--- src/rtl/serial_subtractor_if.sv ---
// Handshake and operand/result bundle for serial_subtractor.
// Optional feature macro: SERIAL_SUB_OVF_EN adds the signed-overflow flag.
interface serial_subtractor_if #(
  parameter int WIDTH = 4
);
  logic             start;
  logic             b_in;
  logic [WIDTH-1:0] A;
  logic [WIDTH-1:0] B;
  logic [WIDTH-1:0] D;
  logic             b_out;
  logic             busy;
  logic             done;
`ifdef SERIAL_SUB_OVF_EN
  logic             ovf;

  modport master (output start, b_in, A, B, input D, b_out, busy, done, ovf);
  modport slave  (input start, b_in, A, B, output D, b_out, busy, done, ovf);
`else
  modport master (output start, b_in, A, B, input D, b_out, busy, done);
  modport slave  (input start, b_in, A, B, output D, b_out, busy, done);
`endif
endinterface

--- src/rtl/serial_subtractor.sv ---
// Bit-serial two's-complement subtractor: D = A - B - b_in, LSB first,
// one bit per clock, start/busy/done handshake. Results are held until the
// next completion. Define SERIAL_SUB_OVF_EN to add the signed-overflow flag.
module serial_subtractor #(
  parameter int WIDTH = 4
) (
  input  logic          clk,
  input  logic          rst_n,
  serial_subtractor_if.slave bus
);
  localparam int CW = (WIDTH > 1) ? $clog2(WIDTH) : 1;

  typedef enum logic [1:0] {IDLE = 2'd0, SHIFT = 2'd1, DONE = 2'd2} state_t;

  state_t           state;
  logic [WIDTH-1:0] ra, rb, rd;
  logic [WIDTH-1:0] d_q;
  logic             br, bo_q, busy_q, done_q;
  logic [CW-1:0]    cnt;

  // one full-subtractor cell on the current LSBs
  logic bit_a, bit_b, bit_d, br_nx, last;
  assign bit_a = ra[0];
  assign bit_b = rb[0];
  assign bit_d = bit_a ^ bit_b ^ br;
  assign br_nx = (~bit_a & bit_b) | (~(bit_a ^ bit_b) & br);
  assign last  = (cnt == CW'(WIDTH - 1));

`ifdef SERIAL_SUB_OVF_EN
  // operand sign bits survive here because ra/rb are shifted away
  logic a_msb, b_msb, ovf_q;
  assign bus.ovf = ovf_q;
`endif

  assign bus.D     = d_q;
  assign bus.b_out = bo_q;
  assign bus.busy  = busy_q;
  assign bus.done  = done_q;

  // control FSM plus serial datapath; every output is a register
  always_ff @(posedge clk or negedge rst_n) begin
    if (!rst_n) begin
      state  <= IDLE;
      ra     <= '0;
      rb     <= '0;
      rd     <= '0;
      d_q    <= '0;
      br     <= 1'b0;
      bo_q   <= 1'b0;
      busy_q <= 1'b0;
      done_q <= 1'b0;
      cnt    <= '0;
`ifdef SERIAL_SUB_OVF_EN
      a_msb  <= 1'b0;
      b_msb  <= 1'b0;
      ovf_q  <= 1'b0;
`endif
    end else begin
      case (state)
        IDLE, DONE: begin
          // DONE falls through here so a held start runs back-to-back
          done_q <= 1'b0;
          if (bus.start) begin
            ra     <= bus.A;
            rb     <= bus.B;
            br     <= bus.b_in;
            cnt    <= '0;
            busy_q <= 1'b1;
            state  <= SHIFT;
`ifdef SERIAL_SUB_OVF_EN
            a_msb  <= bus.A[WIDTH-1];
            b_msb  <= bus.B[WIDTH-1];
`endif
          end else begin
            state <= IDLE;
          end
        end
        SHIFT: begin
          // start is deliberately not looked at while shifting
          rd  <= {bit_d, rd[WIDTH-1:1]};
          ra  <= {1'b0, ra[WIDTH-1:1]};
          rb  <= {1'b0, rb[WIDTH-1:1]};
          br  <= br_nx;
          cnt <= cnt + CW'(1);
          if (last) begin
            state  <= DONE;
            busy_q <= 1'b0;
            done_q <= 1'b1;
            d_q    <= {bit_d, rd[WIDTH-1:1]};
            bo_q   <= br_nx;
`ifdef SERIAL_SUB_OVF_EN
            // bit_d is the result MSB produced this cycle
            ovf_q  <= (a_msb != b_msb) && (bit_d != a_msb);
`endif
          end
        end
        default: state <= IDLE;
      endcase
    end
  end
endmodule

--- src/flat_wrapper.sv ---
// flat-port wrapper written by rule: the top's interface ports become plain ports
module serial_subtractor_flat 
#(
  parameter int WIDTH = 4
)
  (clk, rst_n, bus_start, bus_b_in, bus_A, bus_B, bus_D, bus_b_out, bus_busy, bus_done);
  serial_subtractor_if #(.WIDTH(WIDTH)) bus_i ();
  input  logic clk;
  input  logic rst_n;
  input wire logic [$bits(bus_i.start)-1:0] bus_start;
  input wire logic [$bits(bus_i.b_in)-1:0] bus_b_in;
  input wire logic [$bits(bus_i.A)-1:0] bus_A;
  input wire logic [$bits(bus_i.B)-1:0] bus_B;
  output wire logic [$bits(bus_i.D)-1:0] bus_D;
  output wire logic [$bits(bus_i.b_out)-1:0] bus_b_out;
  output wire logic [$bits(bus_i.busy)-1:0] bus_busy;
  output wire logic [$bits(bus_i.done)-1:0] bus_done;
  assign bus_i.start = bus_start;
  assign bus_i.b_in = bus_b_in;
  assign bus_i.A = bus_A;
  assign bus_i.B = bus_B;
  assign bus_D = bus_i.D;
  assign bus_b_out = bus_i.b_out;
  assign bus_busy = bus_i.busy;
  assign bus_done = bus_i.done;
  serial_subtractor #(.WIDTH(WIDTH)) u_core (.clk(clk), .rst_n(rst_n), .bus(bus_i));
endmodule
--- config.mk ---
export PLATFORM = sky130hd
export DESIGN_NAME = serial_subtractor_flat
export DESIGN_NICKNAME = d
export VERILOG_FILES = /design/src/rtl/serial_subtractor_if.sv /design/src/rtl/serial_subtractor.sv /design/src/flat_wrapper.sv
export SDC_FILE = /design/constraint.sdc
export NUM_CORES = 1
export LEC_CHECK = 0
export CORE_MARGIN = 3
export CORE_UTILIZATION = 25
export CTS_CLUSTER_DIAMETER = 50
export CTS_CLUSTER_SIZE = 30
export DETAILED_ROUTE_END_ITERATION = 8
export PLACE_DENSITY = 0.44
export SYNTH_ARGS = -nofsm -noshare
export SYNTH_HDL_FRONTEND = slang
export SYNTH_SLANG_ARGS = --single-unit
--- constraint.sdc ---
create_clock -name clk -period 2.85 [get_ports clk]
set_input_delay 0.855 -clock clk [delete_from_list [all_inputs] [get_ports clk]]
set_output_delay 0.855 -clock clk [all_outputs]
set_load 0.05 [all_outputs]
-- Word-level counts from Yosys, hierarchy flattened
Cells that the tools add are included.
- flip-flop bits (word level): 24
- input bits: 12
- output and inout port bits: 7
- word-level logic and storage cells: 46
- add/sub/neg operators: 1
- eq/ne operators: 5
- mux-type cells: 16
- bitwise operators: 7
- reduce and logical (&&, ||, !) cells: 7
- operator list (cell ; number):
    case mux 4 bit (2 select lines) ; 2
    two-way mux 4 bit ; 2
    case mux 2 bit (2 select lines) ; 2
    case mux 1 bit (2 select lines) ; 3
    AND reduction 2 bit ; 3
    two-way mux 1 bit ; 5
    == test 2 bit (second input constant) ; 2
    two-way mux 2 bit ; 2
    AND reduction 3 bit ; 1
    adder 2 x 1 -> 2 bit (second input constant) ; 1
    bitwise AND 1 bit ; 2
    == test 2 x 1 -> 1 bit (second input constant) ; 1
    logical NOT 2 bit ; 1
    != test 2 x 1 -> 1 bit (second input constant) ; 1
    != test 2 bit (second input constant) ; 1
    inverter 1 bit ; 2
    nonzero test 2 bit ; 1
    OR reduction 2 bit ; 1
    XOR 1 bit ; 2
    bitwise OR 1 bit ; 1

-- Logic depth before layout (Yosys ltp)
Gate-level depths: netlist (run 1).
- word-level depth: 5
- gate-level depth with buffers: 5
- mapped depth without buffers: 4

-- Worst setup path after synthesis (run 1)
No wires, ideal clock.
- kind: in2reg
- start: input bus_start
- end: register u_core.ra[0]
- setup time: 0.127 ns
- arrival: 1.411 ns
- slack: 1.312 ns
- stages: 4
- path through: buf_4 clkbuf_8 a211oi_1 a21oi_1
- cells in the longest elaborated chain, start to end: 2
- RTL lines (element ; line ; source):
    start: declaration ; flat_wrapper.sv:10 ; input wire logic [$bits(bus_i.start)-1:0] bus_start;
    != test 2 bit (no line) ; -- ;
    AND reduction 2 bit (no line) ; -- ;
    end signal: assignment ; serial_subtractor.sv:64 ; ra <= bus.A;
    end signal: assignment ; serial_subtractor.sv:81 ; ra <= {1'b0, ra[WIDTH-1:1]};
    end: declaration ; serial_subtractor.sv:16 ; logic [WIDTH-1:0] ra, rb, rd;
Every way passes these cells.
A chain may end at the register's enable or synchronous reset.

-- Worst setup path after layout (run 1)
- start: register u_core.busy_q (netlist: u_core.bus.busy)
- end: output bus_busy
- RTL lines (element ; line ; source):
    start: declaration ; serial_subtractor.sv:18 ; logic br, bo_q, busy_q, done_q;
    start signal: assignment ; serial_subtractor.sv:50 ; busy_q <= 1'b0;
    start signal: assignment ; serial_subtractor.sv:68 ; busy_q <= 1'b1;
    start signal: assignment ; serial_subtractor.sv:87 ; busy_q <= 1'b0;
    end: declaration ; flat_wrapper.sv:16 ; output wire logic [$bits(bus_i.busy)-1:0] bus_busy;
No word-level cell between the ends.

==> results of run 1 <==
power breakdown:
part / switching [mW] / leakage, nW / internal [mW]
Clock: 0.105 / 0.0255 / 0.0975
Sequential: 0.152 / 0.283 / 0.480
Combinational: 0.395 / 0.321 / 0.324
registers in the layout, summed over array words and instances (netlist names):
signal and cells:
u_core.bus.D 4, u_core.ra 4, u_core.rb 4, u_core.rd 3, u_core.cnt 2, u_core.state 2
u_core.br 1, u_core.bus.b_out 1, u_core.bus.busy 1, u_core.bus.done 1
per-layer routing:
| metal | part of all wire [%] | up-vias | routed length [um] | global-route usage (%) |
|---|---|---|---|---|
| met2 | 46 | 17 | 979 | 14.0 |
| li1 | - | 378 | - | - |
| met4 | 0.42 | 0 | 9 | 1.23 |
| met1 | 49 | 362 | 1050 | 11.7 |
| met3 | 5.1 | 2 | 109 | 3.17 |
| met5 | 0 | - | 0 | 0 |
kinds of logic (layout without fill, tap and decap cells):
| logic type | Yosys count | in the layout | synth area share, % |
|---|---|---|---|
| buffers and inverters | 10 | 28 | 6.21 |
| muxes | 13 | 13 | 12.4 |
| AOI/OAI and AO/OA | 22 | 22 | 12.8 |
| and+or+nand+nor | 28 | 28 | 14.0 |
| adders and majority gates | 2 | 2 | 2.88 |
| xor gates and xnor gates | 1 | 1 | 0.776 |
| DFF | 23 | 23 | 51.0 |
worst max path at each step:
stage                    start            to  slack (ps)  cells past startpoint
2_1_floorplan        bus_start  u_core.ra[0]        1310                      4
4_1_cts        u_core.bus.busy      bus_busy         530                      1
3_3_place_gp         bus_start  u_core.rb[2]         490                      4
6_report       u_core.bus.busy      bus_busy         560                      1
5_1_grt        u_core.bus.busy      bus_busy         510                      1
3_5_place_dp         bus_start  u_core.rb[2]         460                      4
cell usage in the layout, fill, tap and decap left out, drive strengths merged, types with 3 or more instances in the layout:
| cell type | count |
|---|---|
| a211oi | 4 |
| a21oi | 7 |
| and2b | 3 |
| clkbuf | 3 |
| clkdlybuf4s50 | 18 |
| dfrtp | 23 |
| inv | 5 |
| mux2 | 5 |
| mux2i | 8 |
| nand2 | 15 |
| nand3 | 3 |
| o21ai | 6 |
final cells by class:
type / count / area, um^2 / area share (%)
flip-flops and latches: 23 / 576 / 41.9
multi-input cells: 66 / 483 / 35.2
repair buffers: 19 / 188 / 13.7
well taps: 50 / 62.6 / 4.55
clock buffers: 3 / 41.3 / 3.01
inverters: 5 / 18.8 / 1.37
clock inverters: 1 / 5.00 / 0.364
synthesized netlist by cell type (all sizes together):
master,count
and2b,3
clkbuf,1
xor2,1
buf,4
nor2b,2
a21boi,1
mux2,5
o21ai,6
ha,1
nor2,2
nand2b,1
or2b,1
mux2i,8
a32oi,1
nand3,3
inv,5
a21oi,7
o211a,2
nand2,15
a211oi,4
nand3b,1
dfrtp,23
fa,1
o22a,1
==> results.txt, run 1 <==
* Post-Place Cells: 163
- RSZ-0062 raised after global routing: no
- The min-delay analysis places its worst path in the category reg2reg.
* Slew at the pin closest to its max-slew limit: 745 ps
* Capture endpoint of the worst hold path: u_core.rd[1]
- Post-synthesis area per instance: 11.4 um^2
- Register clock-pin slew on the reported worst setup and hold paths: 90 ps
* Number of hold violations in the final report: 0
- The largest individual stage delay along the critical path comes from the cell clkdlybuf4s50_1.
* #FFs+latches synth: 23
* CP max stage delay: 820 ps
* Worst path buffer plus inverter count: 1
- The first global-routing pass estimated ~3.6 mm of wire.
- Worst-path cell chain: clkdlybuf4s50_1
* Number of nets with antenna violations after routing: 0
* Leading post-synthesis cells by cell area: dfrtp_1 (51%), mux2i_1 (7.1%), nand2_1 (5.0%), mux2_2 (4.0%), a21oi_1 (2.7%)
- For this run, the number of Yosys warnings is 0.
- Reg2Reg Depth: 2
* Total routed wirelength: 2.15 mm
- Number of buffers added by the clock tree synthesis step: 3
* Post-Synthesis Cell Area: 0.00113 mm^2
- The floorplan step set the die height to 73.2 um.
- After detailed routing, the number of vias per cell comes to approximately 4.5.
- The tree is rooted in a clkbuf_8.
* R2r endpoint: u_core.bus.D[2]
- Io pins: 19
- Antenna Cells: 0
* Source of the worst register-to-register timing path: u_core.state[1]
- Counting every net in the synthesized netlist gives 113.
* Post-layout utilization of the core: 32.9%
- After clock tree synthesis, the setup repair step added 0 buffers.
* Instance area after placement: between 0.001 and 0.0015 mm^2
- The first detailed-routing pass ran for 6 iterations.
- The floorplan step defined a die boundary enclosing around 0.0054 mm^2.
- Entering global routing, the biggest net connects 24 pins.
- Setup violations remaining at the end of the flow were counted as 0.
- The worst path meets setup with about 560 ps of slack.
- The floorplan step set the die width to 73.2 um.
- Clock tree from TritonCTS: done
- Number of clock sinks: 23
- In this run the number of H-tree levels came out at 1.
- After floorplanning, the core was divided into 23 placement rows.
- Worst hold start: u_core.rd[1]
- Reported max-cap violation count: 0
* Accumulated negative setup slack: 0 ps
- Cell class contributing the biggest share of worst-path delay: buffers and inverters
* Count of unique library cells instantiated by Yosys: 29
- Number of antenna violations at the first check in global routing: 0
* Routed WL per cell: 12.9 um
- Biggest fanout along the worst timing path: 3
- Number of nets in the finished design: 132
* Total power divided by cell area: 1130 mW/mm^2
- Layout cell share with drive strength beyond 1: roughly 14%
* Proportion of synthesized chip area in sequential cells: 51.0%
- Across all hold checks on the routed design, the worst slack comes to 485 ps.
* Latest clock arrival within the worst-skew pair: 260 ps
- Leak: 0.630 nW
* Data arrival time at the worst-slack endpoint: 1440 ps
- Counting instances, the worst hold path has a depth of 2.
- Routed vias: about 760
- The core region is 0.00417 mm^2.
* Initial Util: 27.0%
* Period Utilization, post-route: between 80% and 90%
- Measured against its own limit, the worst slew margin works out to between 50% and 60%.
* Starting DRT DRC Count: 13
- Worst setup path class: reg2out
* Fillers: 428
- CTS Hold Bufs: 0
- HPWL Detailed: 1.56 mm
- Static timing analysis puts the maximum clock frequency at 436 MHz.
- Worst setup slack for register-to-register paths: 1360 ps
- Summing all non-filler instances in the final layout gives an area of 0.00137 mm^2.
* Post-cts sizing count: 0
* Required time of the critical path: approximately 2000 ps
* Yosys top cell area share: 51.0%
- Before CTS, the worst setup slack after placement is 461 ps.
* Max-slew violation total from the final report: 0
- In this run the tool buffered the top-level ports with 18 buffer cells.
- Once layout is complete, the cells apart from fillers number 167.
- Layout-stage area growth over the synthesis result: 21.7%
- CTS Buffer Depth: 2
- After layout, the design draws a total of 1.55 mW.
* Via count of the first global-routing pass: 742
* Gr usage total: 8.80%
- Across the VDD grid, the largest voltage drop is 0.312 mV.
* Count of unresolved DRC violations after routing: 0
- The total overflow left after global routing is 0.
- For the final database, setup skew stands at about 10 ps.
- The clock period could shrink to 2290 ps.
- Outcome: completed
* Worst Setup Start Kind: flop
- Library cell occupying the most area in the post-synthesis netlist: dfrtp_1
- Critical Path End Type: primary output
* Global placement routability congestion: 0.725
- Post-synthesis instance total: 99
(Power assumes the default switching activity.)
==> inputs of run 2 (changes only) <==
==> constraint.sdc (replaced) <==
create_clock -name clk -period 2.3 [get_ports clk]
set_input_delay 0.69 -clock clk [delete_from_list [all_inputs] [get_ports clk]]
set_output_delay 0.69 -clock clk [all_outputs]
set_load 0.05 [all_outputs]
==> results.txt, run 2 (synthesis gave the netlist of run 1 again) <==
- Fillers: 421 (was 428)
* Initial Util: 27.0% (unchanged)
* TritonRoute pass-1 iters: 4 (was 6)
- Number of antenna violations at the first check in global routing: 0 (unchanged)
- Area of the die: 0.00536 mm^2 (unchanged)
- The number of placed instances, taps included was 167 (was 163).
- The end of the worst register-to-register path was u_core.bus.D[2] (unchanged).
* Reported max-cap violation count: 0 (unchanged)
- The number of placement rows was 23 (unchanged).
- Number of hold violations in the final report: 0 (unchanged)
- The clock tree from TritonCTS was done (unchanged).
- CTS Hold Bufs: 0 (unchanged)
* Worst hold-check path type: reg2reg (unchanged)
- Placement-stage worst setup slack: 296 ps (was 461 ps)
- Capture endpoint of the worst hold path: u_core.rd[1] (unchanged)
- The startpoint class of the critical path was a flop (unchanged).
* First-pass GRT wire length: 3.66 mm (was 3.60 mm)
- Gr usage total: 8.94% (was 8.80%)
- The number of nets in the final layout was 136 (was 132).
- Chip height: 73.2 um (unchanged)
- The minimum setup slack in the final design was 177 ps (was 557 ps).
- Post-CTS setup buffer count: 0 (unchanged)
- The uppermost layer routed is met4 (unchanged).
- Routed vias: 777 (was 759)
* Pin count of the biggest net entering global routing: 24 (unchanged)
- The synthesis-to-layout area growth was 24.3% (was 21.7%).
- The routed length on met2 is 952 um (was 979 um).
- Io pins: 19 (unchanged)
- Commonest cells after routing, fill and taps aside: dfrtp_1 (23), clkdlybuf4s50_1 (18), nand2_1 (15) (unchanged)
- The wire length on met3 is 122 um (was 109 um).
* Die Span X: 73.2 um (unchanged)
- The number of non-filler instances in the completed layout is 171 (was 167).
- RSZ-0062 raised after global routing: no (unchanged)
* Number of clock sinks: 23 (unchanged)
- The final sum of negative setup slack came to 0 ps (unchanged).
* Core outline area: 0.00417 mm^2 (unchanged)
- Reg2Reg Depth: 2 (unchanged)
* Root Driver: clkbuf_8 (unchanged)
* Most frequent standard cell in the layout excluding fill and tap cells: dfrtp_1 (unchanged)
* Buffers on Ports: 18 (unchanged)
- Biggest fanout along the worst timing path: 3 (unchanged)
- Number of nets with antenna violations after routing: 0 (unchanged)
* HPWL Detailed: 1.61 mm (was 1.56 mm)
- The kind of capture point of the worst setup path was a primary output (unchanged).
- The fraction of final layout cells with drive strength greater than 1 was 15.7% (was 13.7%).
* Final setup vio count: 0 (unchanged)
- The family of cells with the greatest summed delay on the critical path was buffers and inverters (unchanged).
- Dividing the final minimum period by the clock period gives 92.3%.
* Register clock-pin slew on the reported worst setup and hold paths: 80 ps (was 90 ps)
- The hold path depth was 2 (unchanged).
- Worst-path cell chain: clkdlybuf4s50_1 (unchanged).
* Leak: 0.647 nW (was 0.630 nW)
* Latest clock arrival within the worst-skew pair: 260 ps (about the same)
- H-tree levels: 1 (unchanged)
- The last weighted congestion value of the routability-driven placer came to 0.726 (was 0.725).
* Source of the worst register-to-register timing path: u_core.state[0] (was u_core.state[1])
- CP max stage delay: 810 ps (was 820 ps)
* Total power divided by cell area: 1380 mW/mm^2 (was 1130 mW/mm^2)
- The worst-path cell with the longest stage delay is clkdlybuf4s50_1 (unchanged).
* Slew at the pin closest to its max-slew limit: 763 ps (was 745 ps)
- Final min period: roughly 2100 ps
- The total congestion overflow after global routing was 0 (unchanged).
- The met1 wire length is 1.06 mm (was 1.05 mm).
* Data arrival time at the worst-slack endpoint: 1430 ps (was 1440 ps)
- The routed length per instance came to 12.5 um (was 12.9 um).
- For this run, the top clock speed supported by timing is 471 MHz.
- Number of buffers added by the clock tree synthesis step: 3 (unchanged)
- The number of global-route vias before repair came to 748 (was 742).
* Worst setup slack for register-to-register paths: 820 ps (was 1360 ps)
- The final-layout worst hold slack is 482 ps (was 485 ps).
* Antenna Cells: 0 (unchanged)
* Worst setup path class: reg2out (unchanged)
- The count of buffer and inverter cells on the critical path came to 1 (unchanged).
- CTS Buffer Depth: 2 (unchanged)
- Outcome: completed (unchanged)
- Total routed wirelength: 2.14 mm (was 2.15 mm)
- The headroom to the max-slew limit was 49.1% (was 50.3%).
- Worst setup skew after layout: 1.01 ps (was 9.83 ps)
- The final design utilization is 33.6% (was 32.9%).
- Number of vias per cell after detailed routing: 4.54 (about the same)
- Worst hold start: u_core.rd[1] (unchanged)
* Starting DRT DRC Count: 36 (was 13)
- Post-cts sizing count: 0 (unchanged)
- The worst vdd rail ir drop was 0.401 mV (was 0.312 mV).
* Required time of the critical path: 1610 ps (was 2000 ps)
- Max-slew violation total from the final report: 0 (unchanged)
- The remaining design rule violation count is 0 (unchanged).
## run 2: where the power goes
part	internal, mW	leakage (nW)	switching, mW	total [mW]
combinational	0.411	0.341	0.506	0.917
sequential	0.596	0.283	0.178	0.774
clock	0.123	0.0228	0.124	0.248
## run 2: through the flow
stage	power (mW)	instance area, um^2
finish	1.94	1400
global route	2.11	1400
CTS	1.98	1400
detailed placement	1.72	1360
global placement	1.70	1360
floorplan	1.46	1130
## run 2: final cells by class
| type | instances | area (um^2) | share of cell area [%] |
|---|---|---|---|
| multi-input combinational | 66 | 483 | 34.4 |
| sequential | 23 | 576 | 41.0 |
| clock buffer | 4 | 45.0 | 3.21 |
| inverter | 5 | 18.8 | 1.34 |
| tap | 50 | 62.6 | 4.46 |
| timing repair buffer | 23 | 218 | 15.5 |
## run 2: per-layer routing
layer / vias to the layer above / track usage [%]
li1: 388 / -
met1: 368 / 12.7
met2: 19 / 13.1
met3: 2 / 3.17
met4: 0 / 1.84
met5: - / 0
## run 2: worst max-delay path by stage
| stage | start | end | slack [ps] | cells past startpoint |
|---|---|---|---|---|
| global placement | bus_start | u_core.rb[1] | 340 | 5 |
| CTS | u_core.bus.busy | bus_busy | 150 | 1 |
| finish | u_core.bus.busy | bus_busy | 180 | 1 |
| floorplan | bus_start | u_core.ra[0] | 930 | 4 |
| detailed placement | bus_start | u_core.ra[2] | 300 | 5 |
| global route | u_core.bus.busy | bus_busy | 120 | 1 |
==> inputs of run 3 (changes only) <==
--- a/config.mk
+++ b/config.mk
@@ -6,11 +6,11 @@
 export NUM_CORES = 1
 export LEC_CHECK = 0
 export CORE_MARGIN = 3
-export CORE_UTILIZATION = 25
+export CORE_UTILIZATION = 40
 export CTS_CLUSTER_DIAMETER = 50
 export CTS_CLUSTER_SIZE = 30
 export DETAILED_ROUTE_END_ITERATION = 8
-export PLACE_DENSITY = 0.44
+export PLACE_DENSITY = 0.69
 export SYNTH_ARGS = -nofsm -noshare
 export SYNTH_HDL_FRONTEND = slang
 export SYNTH_SLANG_ARGS = --single-unit
==> results.txt, run 3 (synthesis gave the netlist of run 1 again) <==
- Worst rel slew slack: 51.5% (was 49.1%)
- Placement-stage worst setup slack: 241 ps (was 296 ps)
- The maximum clock rate was 459 MHz (was 471 MHz).
- Number of clock sinks: 23 (unchanged)
- The clock period minus worst slack is 2180 ps (was 2120 ps).
- Worst setup skew after layout: 8.52 ps (was 1.01 ps)
- Power share of the clock group: 9.7% (was 12.8%)
- Worst-path cell chain: clkdlybuf4s50_1 (unchanged)
* Global placement routability congestion: 0.706 (was 0.726)
- Initial Util: 44.0% (was 27.0%)
- The final hold violation count came to 0 (unchanged).
* Post-cts sizing count: 0 (unchanged)
- Post-CTS setup buffer count: 0 (unchanged)
* Total power divided by cell area: 1390 mW/mm^2 (was 1380 mW/mm^2)
- The total detailed-routing wirelength is 1.97 mm (was 2.14 mm).
* Sequential power share: 40.7% (was 39.9%)
* Overall power: 1.87 mW (was 1.94 mW)
- Smallest hold slack: 489 ps (was 482 ps)
* Io pins: 19 (unchanged)
* Outcome: completed (unchanged)
* Final Instance Count excl. Fillers: 149 (was 171)
* Slew at the pin closest to its max-slew limit: 727 ps (was 763 ps)
* Reg2Reg Depth: 2 (unchanged)
- The hold path depth was 2 (unchanged).
* Proportion of power drawn by combinational gates: 49.6% (was 47.3%)
- The internal power contribution was 1.07 mW (was 1.13 mW).
- Routed WL per cell: 13.2 um (was 12.5 um)
- Switching fraction of total power: 42.7% (was 41.7%)
- Routed vias: 776 (was 777)
- The number of nets in the final layout was 134 (was 136).
- Area of the die: 0.00349 mm^2 (was 0.00536 mm^2)
- The switching power total is 797 uW (was 809 uW).
- Number of antenna violations at the first check in global routing: 0 (unchanged)
- The H-tree depth was 1 (unchanged).
- Peak VDD IR: 0.848 mV (was 0.401 mV)
- The mean number of vias per cell was 5.21 (was 4.54).
- The number of global-route vias before repair was 693 (was 748).
- The beginning of the worst register-to-register path is u_core.state[0] (unchanged).
- HPWL Detailed: 1.47 mm (was 1.61 mm)
* Final worst-path setup slack: 120 ps (was 177 ps)
- The met1 wire length came to 892 um (was 1.06 mm).
- The residual antenna-violating net count after detailed routing was 0 (unchanged).
- Required time of the critical path: 1610 ps (about the same)
* Post-Place Cells: 145 (was 167)
- Routed wl met2: 984 um (was 952 um)
- The number of placement rows came to 18 (was 23).
- The final design utilization came to 52.3% (was 33.6%).
- Period Utilization, post-route: 94.8% (was 92.3%)
- R2r endpoint: u_core.bus.D[2] (unchanged)
- Number of buffers added by the clock tree synthesis step: 3 (unchanged)
- Antenna Cells: 0 (unchanged)
- The largest net degree at the start of global routing is 24 (unchanged).
- Worst hold-check path type: reg2reg (unchanged)
* Register clock-pin slew on the reported worst setup and hold paths: 110 ps (was 80 ps)
- Most frequent standard cell in the layout excluding fill and tap cells: dfrtp_1 (unchanged)
- Latest clock arrival within the worst-skew pair: 300 ps (was 260 ps)
- The endpoint arrival time on the critical path was 1490 ps (was 1430 ps).
- Layout-stage area growth over the synthesis result: 19.1% (was 24.3%)
- Worst Setup Start Kind: flop (unchanged)
- The fraction of final layout cells with drive strength greater than 1 came to 14.3% (was 15.7%).
- Gr usage total: 12.1% (was 8.94%)
- The buffer type at the clock tree root was clkbuf_4 (was clkbuf_8).
- The leakage power was 0.629 nW (was 0.647 nW).
- Accumulated negative setup slack: 0 ps (unchanged)
- Post-route cell area: 0.00134 mm^2 (was 0.00140 mm^2)
* Starting DRT DRC Count: 4 (was 36)
- The final count of negative-setup-slack endpoints was 0 (unchanged).
- Worst path buffer plus inverter count: 1 (unchanged)
* Instance area after placement: 0.00132 mm^2 (was 0.00136 mm^2)
* Worst setup path class: reg2out (unchanged)
- The cts-stage hold buffer count was 0 (unchanged).
- RSZ-0062 raised after global routing: no (unchanged)
- The quantity of I/O buffers inserted on ports came to 18 (unchanged).
* Reported max-cap violation count: 0 (unchanged)
- Clock tree from TritonCTS: done (unchanged)
- The core area was 0.00257 mm^2 (was 0.00417 mm^2).
* Capture endpoint of the worst hold path: u_core.rd[1] (unchanged)
- CP max stage delay: 810 ps (about the same)
* Chip height: 59.1 um (was 73.2 um)
- The total congestion overflow after global routing came to 0 (unchanged).
- CTS Buffer Depth: 2 (unchanged)
- First-pass GRT wire length: 3.18 mm (was 3.66 mm)
- The kind of capture point of the worst setup path was a primary output (unchanged).
- Die Span X: 59.1 um (was 73.2 um)
* Cell with the largest stage delay on the worst path: clkdlybuf4s50_1 (unchanged)
* Biggest fanout along the worst timing path: 3 (unchanged)
* Worst hold start: u_core.rd[1] (unchanged)
* Cell class contributing the biggest share of worst-path delay: buffers and inverters (unchanged)
- The first-pass detailed-route iteration total came to 2 (was 4).
- The remaining design rule violation count came to 0 (unchanged).
- Commonest cells after routing, fill and taps aside: dfrtp_1 (23), clkdlybuf4s50_1 (18), nand2_1 (15) (unchanged).
- The wire length on met3 is 79 um (was 122 um).
- Worst setup slack for register-to-register paths: 840 ps (was 820 ps)
* Highest layer used for signal routing: met4 (unchanged)
- Max-slew violation total from the final report: 0 (unchanged)
==> run 3: changes by cell type in the layout (fill, tap and decap cells not counted) <==
cell,change
clkbuf_8,-3
clkbuf_4,+3
buf_4,-2
==> run 3: area by class of cell <==
| class | instances | area, um^2 |
|---|---|---|
| Timing Repair Buffer | 21 | 203 |
| Clock buffer | 4 | 26.3 |
| Multi-Input combinational cell | 66 | 483 |
| Inverter | 5 | 18.8 |
| Fill cell | 241 | 1220 |
| Tap cell | 30 | 37.5 |
| Sequential cell | 23 | 576 |
==> run 3: routing by layer <==
metal / global-route usage (%) / vias up
met5: 0 / -
met4: 4.85 / 0
met3: 1.96 / 2
met2: 20.3 / 17
met1: 15.6 / 377
li1: - / 380
==> run 3: power by group through the flow <==
stage	clock (mW)	combinational, mW	sequential [mW]
after floorplan	0	0.552	0.912
after global placement	0	0.906	0.761
after detailed placement	0	0.933	0.776
after CTS	0.188	0.937	0.765
after global routing	0.206	1.01	0.792
final	0.181	0.926	0.761
==> run 3: how the worst max path moves through the flow <==
stage | start | endpoint | slack, ps | cells after the start
after global placement | bus_start | u_core.rb[2] | 260 | 4
after detailed placement | bus_start | u_core.ra[0] | 240 | 4
final | u_core.bus.busy | bus_busy | 120 | 1
after floorplan | bus_start | u_core.ra[0] | 930 | 4
after global routing | u_core.bus.busy | bus_busy | 60 | 1
after CTS | u_core.bus.busy | bus_busy | 100 | 1
